`config.mk`:
```
export PLATFORM = sky130hd
export DESIGN_NAME = seal_trace_buffer
export DESIGN_NICKNAME = d
export VERILOG_FILES = /design/src/rtl/seal_trace_buffer.sv
export SDC_FILE = /design/constraint.sdc
export NUM_CORES = 2
export LEC_CHECK = 0
export ABC_AREA = 0
export BUFFER_PORTS_ARGS = -buffer_cell sky130_fd_sc_hd__buf_4
export CORE_MARGIN = 8
export CORE_UTILIZATION = 30
export DETAILED_ROUTE_END_ITERATION = 8
export SLEW_MARGIN = 40
export SYNTH_ARGS = -nofsm -noshare
export SYNTH_HDL_FRONTEND = slang
export SYNTH_SLANG_ARGS = --single-unit
```
`constraint.sdc`:
```
create_clock -name clk_i -period 20.5 [get_ports clk_i]
set_input_delay 4.1 -clock clk_i [delete_from_list [all_inputs] [get_ports clk_i]]
set_output_delay 4.1 -clock clk_i [all_outputs]
set_load 0.005 [all_outputs]
```
`src/rtl/seal_trace_buffer.sv`:
```
`default_nettype none
// ============================================================================
// Module      : seal_trace_buffer
// Description : Captures SEAL execution-probe records (op, A, B, result) into
//               an on-chip FIFO. The FIFO is drained over a simple 1 kB bus
//               slave. A level interrupt is raised when the fill level reaches
//               a programmable threshold.
// Revision    : 1.0 - initial release
// ============================================================================
module seal_trace_buffer #(
   parameter int Depth     = 16,
   parameter int DataWidth = 32,
   parameter int AddrWidth = 32
) (
   input  logic                 clk_i,
   input  logic                 rst_ni,
   input  logic                 req_i,
   input  logic                 we_i,
   input  logic [3:0]           be_i,
   input  logic [AddrWidth-1:0] addr_i,
   input  logic [DataWidth-1:0] wdata_i,
   output logic                 rvalid_o,
   output logic [DataWidth-1:0] rdata_o,
   output logic                 err_o,
   input  logic                 trace_valid_i,
   input  logic [6:0]           trace_op_i,
   input  logic [31:0]          trace_a_i,
   input  logic [31:0]          trace_b_i,
   input  logic [31:0]          trace_result_i,
   output logic                 irq_o
);

   localparam int PW = $clog2(Depth);
   localparam logic [PW:0] PTR_ONE = (PW+1)'(1);

   // Register word indices (byte offset / 4)
   localparam logic [7:0] W_CTRL   = 8'h00;
   localparam logic [7:0] W_STATUS = 8'h01;
   localparam logic [7:0] W_THRESH = 8'h02;
   localparam logic [7:0] W_DROPS  = 8'h03;
   localparam logic [7:0] W_HEAD0  = 8'h04;
   localparam logic [7:0] W_HEAD1  = 8'h05;
   localparam logic [7:0] W_HEAD2  = 8'h06;
   localparam logic [7:0] W_HEAD3  = 8'h07;
   localparam logic [7:0] W_POP    = 8'h08;

   // Control / status state
   logic        en;
   logic        irq_en;
   logic [15:0] thresh;
   logic [31:0] drops;
   logic        ovf;

   // FIFO pointers carry one extra wrap bit so full and empty are distinct
   logic [PW:0]   wr_ptr;
   logic [PW:0]   rd_ptr;
   logic [PW:0]   count;
   logic [PW-1:0] rd_idx;
   logic [PW-1:0] wr_idx;
   logic          empty;
   logic          full;

   // Record storage, one array per record word
   logic [6:0]  mem_op  [Depth];
   logic [31:0] mem_a   [Depth];
   logic [31:0] mem_b   [Depth];
   logic [31:0] mem_res [Depth];

   // Bus decode and FIFO control strobes
   logic [7:0]  word;
   logic        wr_ok;
   logic        ctrl_wr;
   logic        thresh_wr;
   logic        pop_wr;
   logic        clear;
   logic        do_pop;
   logic        push_req;
   logic        do_push;
   logic        drop;
   logic [31:0] rd_data;
   logic        rd_err;

   // Address bits outside [9:2] and upper write-data bits carry no meaning
   logic unused_bits;
   assign unused_bits = ^{addr_i[AddrWidth-1:10], addr_i[1:0], wdata_i[DataWidth-1:16]};

   assign word   = addr_i[9:2];
   assign count  = wr_ptr - rd_ptr;
   assign rd_idx = rd_ptr[PW-1:0];
   assign wr_idx = wr_ptr[PW-1:0];
   assign empty  = (wr_ptr == rd_ptr);
   assign full   = (wr_ptr[PW] != rd_ptr[PW]) && (wr_idx == rd_idx);

   // Decode bus writes and resolve push/pop/drop for this cycle
   always_comb begin
      wr_ok     = req_i && we_i && (be_i == 4'hF);
      ctrl_wr   = wr_ok && (word == W_CTRL);
      thresh_wr = wr_ok && (word == W_THRESH);
      pop_wr    = wr_ok && (word == W_POP);
      clear     = ctrl_wr && wdata_i[2];
      do_pop    = pop_wr && !empty && !clear;
      push_req  = trace_valid_i && en;
      // A pop in the same cycle frees the slot, so a full FIFO still accepts
      do_push   = push_req && (!full || pop_wr) && !clear;
      drop      = push_req && full && !pop_wr && !clear;
   end

   // Control registers, pointers and overflow bookkeeping
   always_ff @(posedge clk_i or negedge rst_ni) begin
      if (!rst_ni) begin
         en     <= 1'b0;
         irq_en <= 1'b0;
         thresh <= 16'd0;
         drops  <= 32'd0;
         ovf    <= 1'b0;
         wr_ptr <= '0;
         rd_ptr <= '0;
      end else begin
         if (ctrl_wr) begin
            en     <= wdata_i[0];
            irq_en <= wdata_i[1];
         end
         if (thresh_wr) begin
            thresh <= wdata_i[15:0];
         end
         if (clear) begin
            wr_ptr <= '0;
            rd_ptr <= '0;
            ovf    <= 1'b0;
            drops  <= 32'd0;
         end else begin
            if (do_pop) begin
               rd_ptr <= rd_ptr + PTR_ONE;
            end
            if (do_push) begin
               wr_ptr <= wr_ptr + PTR_ONE;
            end
            if (drop) begin
               ovf <= 1'b1;
               if (drops != 32'hFFFF_FFFF) begin
                  drops <= drops + 32'd1;
               end
            end
         end
      end
   end

   // Record storage write; contents only become visible through the pointers
   always_ff @(posedge clk_i) begin
      if (do_push) begin
         mem_op[wr_idx]  <= trace_op_i;
         mem_a[wr_idx]   <= trace_a_i;
         mem_b[wr_idx]   <= trace_b_i;
         mem_res[wr_idx] <= trace_result_i;
      end
   end

   // Register read mux and access-error classification
   always_comb begin
      rd_data = 32'd0;
      rd_err  = 1'b0;
      case (word)
         W_CTRL:   rd_data = {30'd0, irq_en, en};
         W_STATUS: begin
            rd_data = {13'd0, ovf, full, empty, 16'(count)};
            rd_err  = we_i;
         end
         W_THRESH: rd_data = {16'd0, thresh};
         W_DROPS: begin
            rd_data = drops;
            rd_err  = we_i;
         end
         W_HEAD0: begin
            rd_data = empty ? 32'd0 : {25'd0, mem_op[rd_idx]};
            rd_err  = we_i;
         end
         W_HEAD1: begin
            rd_data = empty ? 32'd0 : mem_a[rd_idx];
            rd_err  = we_i;
         end
         W_HEAD2: begin
            rd_data = empty ? 32'd0 : mem_b[rd_idx];
            rd_err  = we_i;
         end
         W_HEAD3: begin
            rd_data = empty ? 32'd0 : mem_res[rd_idx];
            rd_err  = we_i;
         end
         W_POP:    rd_err = !we_i;
         default:  rd_err = 1'b1;
      endcase
   end

   // Registered bus response, one cycle after the request
   always_ff @(posedge clk_i or negedge rst_ni) begin
      if (!rst_ni) begin
         rvalid_o <= 1'b0;
         rdata_o  <= '0;
         err_o    <= 1'b0;
      end else begin
         rvalid_o <= req_i;
         if (req_i) begin
            rdata_o <= (we_i || rd_err) ? '0 : rd_data;
            err_o   <= rd_err;
         end else begin
            rdata_o <= '0;
            err_o   <= 1'b0;
         end
      end
   end

   assign irq_o = en && irq_en && (thresh != 16'd0) && (16'(count) >= thresh);

endmodule
`default_nettype wire

```
## After elaboration in Yosys (flattened, before gate mapping)

Memory sizes are Yosys's and may differ from the RTL's.
Index checks and enable logic that the tools add are counted.

| cells by class | value |
|---|---|
| reductions and logical operators | 34 |
| magnitude comparators | 1 |
| equal/unequal tests | 13 |
| mux-type cells | 20 |
| $add $sub $neg | 4 |

Operator list:

| cell | number |
|---|---|
| 2-to-1 mux 32 bit | 8 |
| case mux 32 bit (8 select lines) | 1 |
| adder 32 x 1 -> 32 bit (second input constant) | 1 |
| == test 8 x 3 -> 1 bit (second input constant) | 4 |
| != test 32 bit (second input constant) | 1 |
| 2-to-1 mux 5 bit | 4 |
| logical AND 1 bit | 18 |
| == test 8 x 2 -> 1 bit (second input constant) | 2 |
| >= comparator 5 x 16 -> 1 bit | 1 |
| nonzero test 16 bit | 1 |
| adder 5 x 1 -> 5 bit (second input constant) | 2 |
| == test 8 x 1 -> 1 bit (second input constant) | 1 |
| == test 8 x 4 -> 1 bit (second input constant) | 1 |
| zero test 8 bit | 1 |
| nonzero test 2 bit | 4 |
| 2-to-1 mux 7 bit | 1 |
| OR reduction 6 bit | 1 |
| == test 5 bit | 1 |
| zero test 1 bit | 5 |
| 2-to-1 mux 1 bit | 5 |
| subtractor 5 bit | 1 |
| == test 4 bit | 1 |
| == test 4 bit (second input constant) | 1 |
| case mux 1 bit (3 select lines) | 1 |
| other kinds (4) | 5 |

| word-level totals | value |
|---|---|
| word-level logic and storage cells | 86 |
| bits of input ports | 176 |
| memories | 4 |
| memory bits (writable) | 1648 |
| output and inout port bits | 35 |
| register bits after elaboration | 95 |

Memories:

| memory | words | width | rd ports | clocked after memory_dff | wr ports | RTL line | text |
|---|---|---|---|---|---|---|---|
| mem_a | 16 | 32 | 1 | 0 | 1 | 65 | `logic [31:0] mem_a [Depth];` |
| mem_b | 16 | 32 | 1 | 0 | 1 | 66 | `logic [31:0] mem_b [Depth];` |
| mem_res | 16 | 32 | 1 | 0 | 1 | 67 | `logic [31:0] mem_res [Depth];` |
| mem_op | 16 | 7 | 1 | 0 | 1 | 64 | `logic [6:0] mem_op [Depth];` |

## Longest topological paths before layout

| logic depth | value |
|---|---|
| word-level depth | 8 |
| gate-level depth with buffers | 13 |
| gate-level depth less buffers | 10 |

## Worst setup path before layout

Ideal clock, no wire load.

| timing path | value |
|---|---|
| kind | input to register |
| start point | input port addr_i[3] |
| end point | memory mem_a[2][0], enable pin |
| data required time | 19.809 ns |
| buffers on the path | 1 |
| data arrival time | 12.745 ns |
| stages | 7 |
| path slack | 7.064 ns |
| setup time | 0.691 ns |
| cells stage by stage | buf_2 or4b_1 or4_4 a31oi_4 and2b_2 nand2_1 nor3_1 |

| between the ends | value |
|---|---|
| longest elaborated chain between the ends | 7 |
| elaborated cells on any way between the ends | 11 |
| classes of those cells | eq/ne: 1; mux: 2; reduce/logical: 8 |

RTL lines:

| what | RTL line | text |
|---|---|---|
| from (decl) | 20 | `input logic [AddrWidth-1:0] addr_i,` |
| == test 8 x 4 -> 1 bit / zero test 8 bit (equally long branches) | 99, 97 |  |
| logical AND 1 bit, on equally long branches | 99, 97 |  |
| logical OR 1 bit / logical AND 1 bit (equally long branches) | 104, 100 |  |
| logical AND 1 bit / zero test 1 bit (equally long branches) | 104 | `do_push = push_req && (!full \|\| pop_wr) && !clear;` |
| logical AND 1 bit * | 104 |  |
| 2-to-1 mux 1 bit * | 150 | `if (do_push) begin` |
| 2-to-1 mux 1 bit (implied by the code) * | 152 | `mem_a[wr_idx] <= trace_a_i;` |
| to (decl) | 65 |  |

Mark *: on every way between the ends. The rest lies on a longest branch, timed or not.

## Worst setup path after layout

| timing path | value |
|---|---|
| start point | register rd_ptr[1] |
| end point | output port irq_o |

| between the ends | value |
|---|---|
| longest elaborated chain between the ends | 3 |

RTL lines:

| what | RTL line | text |
|---|---|---|
| from (decl) | 56 | `logic [PW:0] rd_ptr;` |
| from (signal assigned) | 133 | `rd_ptr <= rd_ptr + PTR_ONE;` |
| subtractor 5 bit | 88 | `assign count = wr_ptr - rd_ptr;` |
| >= comparator 5 x 16 -> 1 bit | 212 | `assign irq_o = en && irq_en && (thresh != 16'd0) && (16'(count) >= thresh);` |
| logical AND 1 bit | 212 |  |
| to (decl) | 30 | `output logic irq_o` |

No other way between the ends.

==> results.py <==
metrics = {
    "clocking": {
        "cts_tree": "done",
        "insertion_delay_ps": 800,
        "clk_pin_slew_ps": 60,
        "clock-root-buffer": "clkbuf_16",
        "cts_buffers": 177,
        "htreeDepth": 4,
        "cts.path.max_buffers": 3,
        "post_cts_buffers": 0,
        "cts.sinks": 1743,
        "ctsResizeCount": 0,
        "hold_buffers": 0,
    },
    "grt": {
        "grt_max_degree": 130,
        "grt-ovfl-total": 0,
        "grt_pass1_wl_um": 242000,
        "grt.total_usage": 0.139,
        "antenna_found_initial": 46,
        "grt_pass1_vias": 33200,
    },
    "placement": {
        "post-place-ws_ps": 11870,
        "dp.cells": 6148,
        "gp_congestion": 0.760,
        "dpl.hpwl_um": 94700,
        "place_area_um2": 72700,
        "port-buffer-count": 170,
    },
    "route": {
        "final_antenna_net_count": 0,
        "wl_um": 169000,
        "wire_per_inst_um": 26.1,
        "drc": 0,
        "via_per_inst": 4.94,
        "drtIter0Drc": 3234,
        "vias": 32100,
        "first_pass_iters": 5,
    },
    "timing": {
        "worst_pin_slew_ps": 906,
        "fin_crit_ps": 8400,
        "tns_ps": 0,
        "clock.fmax_mhz": 119,
        "slew_violations": 0,
        "fin_hold_ws_ps": 499,
        "setup_ws_ps": 12100,
        "finalCritPeriodShare": 0.410,
        "setup_violations": 0,
        "skew_ps": 24.1,
        "hold_violations": 0,
        "max_slew_margin": 0.391,
        "rsz0062_at_grt": "false",
    },
    "power": {
        "p_per_area_nw_per_um2": 91.0,
        "p_total_mw": 7.15,
        "power.static_leakage_nw": 24.8,
        "peakVddDrop_uv": 90.1,
    },
    "worst_hold_path": {
        "holdCritPathClass": "reg2reg",
        "min_to": "rdata_o[24]$_DFF_PN0_",
        "min_from": "drops[24]$_DFFE_PN0P_",
        "min_path_cells": 2,
    },
    "finish": {
        "final_core_utilization": 0.351,
        "syn2layout_area_growth_pct": 16.8,
        "fin_nets": 3531,
        "final_area_um2": 78600,
        "stdcell_count": 6494,
        "fill_cells": 20800,
        "layout-drive-gt1-share": 0.279,
    },
    "yosys": {
        "ys_warn_count": 0,
        "ys_types": 58,
        "synth_edf_count": 1648,
        "ys.flop_type": "edfxtp_1",
        "synth_nets": 3260,
        "ys_async_sr_fraction": 0.0545,
        "syn_area_um2": 67300,
        "ys_ff_latch": 1743,
        "syn_avg_cell_area_um2": 21.9,
        "ys_seq_area_frac": 0.771,
        "synthCells": 3068,
    },
    "floorplan": {
        "initial_utilization": 0.301,
        "rows": 174,
        "io_pins": 211,
        "die_h_um": 490,
        "core_area_um2": 224000,
        "die_w_um": 490,
        "die-area_um2": 240000,
    },
    "critical_path": {
        "regToRegEndpoint": "mem_a[6][27]$_DFFE_PP_",
        "required_ps": 16400,
        "path_class": "reg2out",
        "end_kind": "primary output",
        "crit_fanout": 58,
        "rrSetupSlack_ps": 15430,
        "rr_worst_depth": 10,
        "timing.rr.start": "rd_ptr[2]$_DFFE_PN0P_",
        "cp-start-kind": "register",
        "arrival_ps": 4300,
    },
    "outcome": {
        "status": "finished clean",
    },
    "flow_run": {
        "cap_violations": 0,
    },
}
## state kept, by name, summed over array words and instances (netlist names)
signal,cells
thresh,16
mem_a,512
mem_b,512
err_o,1
irq_en,1
drops,32
mem_res,512
rvalid_o,1
mem_op,112
rdata_o,32
wr_ptr,5
ovf,1
rd_ptr,5
en,1
## kinds of logic after synthesis
logic type | after synthesis | share of synthesized area
compound gates | 179 | 0.0169
xor+xnor | 31 | 0.00404
fa+ha+maj | 16 | 0.00309
buf+inv | 180 | 0.0113
flops | 1743 | 0.771
mux | 642 | 0.173
simple gates | 277 | 0.0206
## routing by layer
layer,global-route usage,up-vias,share of wire
met5,0,-,0.00078
met3,0.0337,250,0.073
met4,0.0421,22,0.027
met1,0.186,17300,0.42
met2,0.224,1048,0.48
li1,-,13500,-
## area by class of cell
type                    instances  area [um^2]  area share
flip-flops and latches       1743        51900       0.660
multi-input cells            1145        14900       0.189
clock buffers                 232         4780      0.0609
well taps                    2992         3740      0.0477
repair buffers                247         2250      0.0286
clock inverters               100          906      0.0115
inverters                      25          101     0.00129
diodes                         10         25.0    0.000319
## worst max-delay path by stage
stage / start / to
2_1_floorplan: addr_i[3] / mem_a[2][0]$_DFFE_PP_
3_3_place_gp: addr_i[7] / mem_res[12][25]$_DFFE_PP_
3_5_place_dp: addr_i[7] / mem_res[6][10]$_DFFE_PP_
4_1_cts: rd_ptr[1]$_DFFE_PN0P_ / irq_o
5_1_grt: rd_ptr[1]$_DFFE_PN0P_ / irq_o
6_report: rd_ptr[1]$_DFFE_PN0P_ / irq_o
## power breakdown
part           total (mW)  switching [mW]  internal, mW  leakage, nW
sequential           3.89        0.000857          3.89         16.1
clock                3.16            1.34          1.82         2.77
combinational      0.0897          0.0618        0.0278         5.89
## synthesized netlist by cell type (3+ instances only)
cell,instances,area share
buf_1,29,0.0016
edfxtp_1,1648,0.74
mux2i_1,209,0.031
clkbuf_1,66,0.0037
or4_1,6,0.00067
or2_2,3,0.00028
a21o_1,4,0.00045
o21ai_0,29,0.0022
and3_1,8,0.00074
xnor2_1,6,0.00078
buf_2,59,0.0044
mux4_2,416,0.14
inv_2,3,0.00017
nand3_1,25,0.0019
nor2_1,63,0.0035
a21oi_1,11,0.00082
nand2b_1,7,0.00065
o211ai_1,6,0.00067
xor2_1,25,0.0033
o22ai_1,104,0.0097
and4_1,3,0.00039
o221ai_1,5,0.00065
nor3_1,44,0.0033
nor4_1,10,0.00093
dfrtp_1,95,0.035
ha_1,15,0.0028
nand4_1,28,0.0026
mux2_2,17,0.0028
inv_1,22,0.0012
nor2b_1,4,0.00037
nand2_1,62,0.0035
## worst max-delay path, cell delays in order (launching register included)
cell and delay, ps:
dfrtp_4 700, inv_8 610, ha_1 380, nor2b_1 140
o21ai_0 180, nor3b_1 290, nor2_1 90, ha_1 280
a21o_1 120, a21oi_1 60, a211oi_1 450, buf_4 210
## cells in the final DEF, fill, tap and decap left out, drive strengths merged, types with 10 or more instances in the layout
master,synthesis,final
inv,25,34
dfrtp,95,95
nor3,44,44
buf,89,247
nor2,63,63
o21ai,30,30
nand2,64,64
bufinv,0,14
clkinv,0,73
nand3,25,25
o22ai,104,104
a21oi,11,11
mux4,416,416
ha,15,15
mux2i,209,209
xor2,25,25
edfxtp,1648,1648
nand4,28,28
nor4,11,11
clkbuf,66,232
diode,0,10
mux2,17,17
No activity file was read; power rests on OpenSTA's default activity.
